[config.mk]
export PLATFORM = sky130hd
export DESIGN_NAME = piso_serializer_flat
export DESIGN_NICKNAME = d
export VERILOG_FILES = /design/src/rtl/piso_serializer_if.sv /design/src/rtl/piso_serializer.sv /design/src/flat_wrapper.sv
export SDC_FILE = /design/constraint.sdc
export NUM_CORES = 1
export LEC_CHECK = 0
export CORE_UTILIZATION = 40
export CTS_CLUSTER_DIAMETER = 120
export DETAILED_ROUTE_END_ITERATION = 6
export GPL_TIMING_DRIVEN = 0
export PLACE_DENSITY = 0.67
export SYNTH_ARGS = -nofsm -noshare
export SYNTH_HDL_FRONTEND = slang
export SYNTH_SLANG_ARGS = --single-unit
[constraint.sdc]
create_clock -name clk -period 4.73 [get_ports clk]
set_clock_uncertainty 0.15 [all_clocks]
set_input_delay 0.946 -clock clk [delete_from_list [all_inputs] [get_ports clk]]
set_output_delay 0.946 -clock clk [all_outputs]
set_load 0.02 [all_outputs]
[src/rtl/piso_serializer_if.sv]
// Word-in / bit-out bundle of the PISO serializer.
// The slave side is the serializer; the master side is its upstream producer and serial consumer.
interface piso_serializer_if #(
  parameter int W = 4
);
  logic [W-1:0] din;
  logic         din_valid;
  logic         din_ready;
  logic         sout;
  logic         sout_valid;
  logic         sout_last;
  logic         busy;

  modport slave (
    input  din, din_valid,
    output din_ready, sout, sout_valid, sout_last, busy
  );

  modport master (
    output din, din_valid,
    input  din_ready, sout, sout_valid, sout_last, busy
  );
endinterface

[src/rtl/piso_serializer.sv]
// Double-buffered PISO: W-bit words in over valid/ready, MSB-first serial out, first bit 1 clock after accept.
// Backpressure: din_ready falls only while the holding register is full; back-to-back words stream gap-free.
module piso_serializer #(
  parameter int   W          = 4,
  parameter logic IDLE_LEVEL = 1'b0
) (
  input  logic              clk,
  input  logic              rst_n,
  piso_serializer_if.slave  bus
);
  localparam int CW = (W > 1) ? $clog2(W) : 1;
  localparam logic [CW-1:0] CNT_TOP = CW'(W - 1);

  typedef enum logic {IDLE, SHIFT} state_t;

  state_t          state_q, state_d;
  logic [W-1:0]    sreg_q, sreg_d;
  logic [W-1:0]    hold_q, hold_d;
  logic            hold_full_q, hold_full_d;
  logic [CW-1:0]   cnt_q, cnt_d;

  logic xfer;
  logic last_bit;

  assign bus.din_ready = ~hold_full_q;
  assign xfer          = bus.din_valid & ~hold_full_q;
  assign last_bit      = (state_q == SHIFT) && (cnt_q == '0);

  always_ff @(posedge clk or negedge rst_n) begin
    if (!rst_n) begin
      state_q     <= IDLE;
      sreg_q      <= '0;
      hold_q      <= '0;
      hold_full_q <= 1'b0;
      cnt_q       <= '0;
    end else begin
      state_q     <= state_d;
      sreg_q      <= sreg_d;
      hold_q      <= hold_d;
      hold_full_q <= hold_full_d;
      cnt_q       <= cnt_d;
    end
  end

  always_comb begin
    state_d     = state_q;
    sreg_d      = sreg_q;
    hold_d      = hold_q;
    hold_full_d = hold_full_q;
    cnt_d       = cnt_q;

    unique case (state_q)
      IDLE: begin
        if (xfer) begin
          sreg_d  = bus.din;
          cnt_d   = CNT_TOP;
          state_d = SHIFT;
        end
      end
      SHIFT: begin
        if (!last_bit) begin
          sreg_d = {sreg_q[W-2:0], 1'b0};
          cnt_d  = cnt_q - 1'b1;
          if (xfer) begin
            hold_d      = bus.din;
            hold_full_d = 1'b1;
          end
        end else if (hold_full_q) begin
          // xfer cannot fire here: din_ready is low while the hold slot is occupied
          sreg_d      = hold_q;
          cnt_d       = CNT_TOP;
          hold_full_d = 1'b0;
        end else if (xfer) begin
          sreg_d = bus.din;
          cnt_d  = CNT_TOP;
        end else begin
          state_d = IDLE;
        end
      end
      default: state_d = IDLE;
    endcase
  end

  assign bus.sout       = (state_q == SHIFT) ? sreg_q[W-1] : IDLE_LEVEL;
  assign bus.sout_valid = (state_q == SHIFT);
  assign bus.sout_last  = last_bit;
  assign bus.busy       = (state_q == SHIFT) || hold_full_q;
endmodule

[src/flat_wrapper.sv]
// flat-port wrapper written by rule: the top's interface ports become plain ports
module piso_serializer_flat 
#(
  parameter int   W          = 4,
  parameter logic IDLE_LEVEL = 1'b0
)
  (clk, rst_n, bus_din, bus_din_valid, bus_din_ready, bus_sout, bus_sout_valid, bus_sout_last, bus_busy);
  piso_serializer_if #(.W(W)) bus_i ();
  input  logic clk;
  input  logic rst_n;
  input wire logic [$bits(bus_i.din)-1:0] bus_din;
  input wire logic [$bits(bus_i.din_valid)-1:0] bus_din_valid;
  output wire logic [$bits(bus_i.din_ready)-1:0] bus_din_ready;
  output wire logic [$bits(bus_i.sout)-1:0] bus_sout;
  output wire logic [$bits(bus_i.sout_valid)-1:0] bus_sout_valid;
  output wire logic [$bits(bus_i.sout_last)-1:0] bus_sout_last;
  output wire logic [$bits(bus_i.busy)-1:0] bus_busy;
  assign bus_i.din = bus_din;
  assign bus_i.din_valid = bus_din_valid;
  assign bus_din_ready = bus_i.din_ready;
  assign bus_sout = bus_i.sout;
  assign bus_sout_valid = bus_i.sout_valid;
  assign bus_sout_last = bus_i.sout_last;
  assign bus_busy = bus_i.busy;
  piso_serializer #(.W(W), .IDLE_LEVEL(IDLE_LEVEL)) u_core (.clk(clk), .rst_n(rst_n), .bus(bus_i));
endmodule
==> impl_metrics.csv <==
group,metric,value,unit
cells_and_area,syn_to_final_growth,27.1,%
route,vias_per_cell,5.41,
cts,tritoncts,"built",
global_route,gr-usage-all-layers,20.0,%
critical_path,start_kind,"flop",
hold_path,hold_end,"u_core.cnt_q[0]$_DFF_PN0_",
sta,slew_violations,0,
sta,min_period,3110,ps
floorplanning,fp.dieH,41.0,um
critical_path,crit_family,"buffers and inverters",
critical_path,worst-setup-path-type,"flop to output pin",
synthesis,synth_largest_area_cell,"dfrtp_1",
floorplanning,coreArea,1370,um2
synthesis,ys_seq_area_share,49.3,%
critical_path,slowest_delay,600,ps
sta,finalHoldViolCount,0,
route,route.met2.wl,596,um
cts,cts.sinks,12,
cts,numCtsBuffers,3,
cells_and_area,final_util,56.7,%
critical_path,required,3630,ps
cells_and_area,final_nets,81,
place,place_congestion,0.753,
global_route,grt_max_degree,13,
sta,worst_pin_slew,558,ps
floorplanning,dieArea,1680,um2
route,postRouteAntennaNets,0,
critical_path,cp_num_buf_inv,3,
cts,post_cts_resized,0,
cells_and_area,drive_gt1_share,18.1,%
cells_and_area,multi_input_area,279,um2
floorplanning,initial_utilization,44.6,%
place,hpwl,838,um
global_route,grt_pass1_wl,2030,um
outcome,status,"finished clean",
route,wl_per_cell,15.2,um
sta,fmax,321,MHz
synthesis,synth_top_area_share,49.3,%
hold_path,min_path_type,"flop to flop",
pwr,p_total,0.532,mW
hold_path,hold_path.startpoint,"u_core.cnt_q[0]$_DFF_PN0_",
critical_path,cp-end-kind,"output pin",
route,firstDrtPassIters,4,
floorplanning,io_pins,12,
critical_path,crit_chain,"inv_1 > ha_1 > clkbuf_1 > and2_1 > clkdlybuf4s50_1",
synthesis,synth_warnings,0,
sta,finalCritPeriodShare,65.8,%
cts,h-tree-depth,1,
cts,cts_root_buf,"clkbuf_4",
route,highest_layer,"met4",
global_route,grt_pass1_vias,451,
critical_path,r2r_setup_slack,2860,ps
global_route,overflow,0,
cts,clkLatencyLatePin,280,ps
synthesis,syn_area,609,um2
synthesis,synth_seq_cells,12,
synthesis,synth_area_leaders,"dfrtp_1, mux2_4, a32oi_1, nand2_1, o22ai_1",
place,port_buffers,11,
cells_and_area,regArea,300,um2
critical_path,r2r-start,"u_core.cnt_q[0]$_DFF_PN0_",
pwr,p_per_area,686,nW/um2
cts,hold_buffers,0,
synthesis,syn-num-nets,65,
pwr,vdd_drop_max,341,uV
sta,rsz0062_at_grt,"no",
route,routed_wl,1330,um
sta,finalSetupTns,0,ps
route,met1_length,641,um
cells_and_area,fill_cells,126,
route,drt-initial-drc-count,14,
synthesis,syn_avg_cell_area,10.7,um2
cts,cts_setup_buffers,0,
floorplanning,die_w,41.0,um
route,via_count,471,
critical_path,arrival,2020,ps
synthesis,syn_inst,57,
floorplanning,rows,13,
sta,setup_viol,0,
cts,clk_pin_slew,80,ps
critical_path,cpMaxStageDelayCell,"clkdlybuf4s50_1",
critical_path,r2r_cells,6,
synthesis,synth.distinct_cells,24,
route,met3_length,59,um
route,drc,0,
cells_and_area,n_antenna_cell,0,
sta,max_slew_margin,62.7,%
critical_path,crit_fanout,9,
global_route,antenna_found_initial,0,
job,maxCapViolCount,0,
hold_path,holdPathStages,1,
critical_path,r2r-end,"u_core.hold_q[2]$_DFFE_PN0P_",
cts,cts.path.max_buffers,2,
critical_path,crit_path_start,"u_core.cnt_q[0]$_DFF_PN0_",
pwr,cellLeakagePower,0.334,nW
[worst max path at each step]
stage                         end  slack [ps]  depth (start not counted)
CTS                 bus_sout_last        1620                          5
detailed placement  bus_sout_last        1940                          5
global placement    bus_sout_last        1950                          5
finish              bus_sout_last        1620                          5
global route        bus_sout_last        1510                          5
floorplan           bus_sout_last        2580                          4
[registers in the layout, summed over array words and instances (netlist names)]
register and cells:
u_core.sreg_q 4, u_core.cnt_q 2, u_core.bus.sout_valid 1, u_core.hold_full_q 1, u_core.hold_q 4
[worst reg2reg max path, stage by stage, from the launching register on]
cell,delay (ps)
dfrtp_1,370
inv_1,50
ha_1,190
clkbuf_1,210
nor2b_1,240
and2_4,230
mux2_4,310
[cell type report]
class / count / area share, %
inverters: 3 / 1.45
multi-input cells: 39 / 36.0
plain buffers: 3 / 2.42
repair buffers: 11 / 14.2
flip-flops and latches: 12 / 38.8
well taps: 15 / 2.42
clock buffers: 4 / 4.68
[per-stage QoR]
step / instance area (um2) / setup WS [ps] / cells / hold WS, ps
after floorplan: 609 / 2580 / 57 / 294
after detailed placement: 738 / 1940 / 83 / 325
final: 774 / 1620 / 87 / 336
after CTS: 774 / 1620 / 87 / 336
after global routing: 774 / 1510 / 87 / 377
after global placement: 738 / 1950 / 83 / 315
[cell usage in the layout (no fill, tap or decap), types with 2 or more instances in the layout]
| cell | instances |
|---|---|
| nand2b_1 | 2 |
| and2_1 | 2 |
| inv_1 | 3 |
| clkdlybuf4s50_1 | 11 |
| a21oi_1 | 2 |
| dfrtp_1 | 12 |
| clkbuf_1 | 2 |
| nand2_1 | 9 |
| a32oi_1 | 4 |
| mux2_4 | 4 |
| clkbuf_4 | 3 |
| o22ai_1 | 3 |
[per-layer routing]
| metal | vias up | GRT usage, % |
|---|---|---|
| met3 | 4 | 3.26 |
| met4 | 0 | 12.5 |
| li1 | 231 | - |
| met5 | - | 0 |
| met2 | 13 | 30.9 |
| met1 | 223 | 25.7 |
[synth_stat cells]
master	instances
or2_2	1
and2_1	2
and2_4	1
a21oi_1	2
a211oi_1	1
clkbuf_1	2
nand3_1	1
dfrtp_1	12
nor2b_1	1
and3_2	1
o22ai_1	3
o21ai_0	1
mux2_4	4
nor3b_1	1
a32oi_1	4
o211ai_1	1
mux2i_1	1
nor2_1	1
nand2b_1	2
ha_1	1
buf_6	1
nor2b_2	1
inv_1	3
nand2_1	9
[power breakdown]
group	leakage, nW	internal (mW)	total [mW]	switching [mW]
sequential	0.140	0.155	0.190	0.0350
combinational	0.173	0.131	0.257	0.126
clock	0.0210	0.0469	0.0850	0.0381
[logic make-up (layout without fill, tap and decap cells)]
group | after synthesis | after routing | synth area share [%]
adders and majority gates | 1 | 1 | 2.05
DFF | 12 | 12 | 49.3
buffers and inverters | 6 | 21 | 4.93
AOI/OAI and AO/OA | 12 | 12 | 13.8
and+or+nand+nor | 21 | 21 | 18.5
muxes | 5 | 5 | 11.5
(Power assumes the default switching activity.)
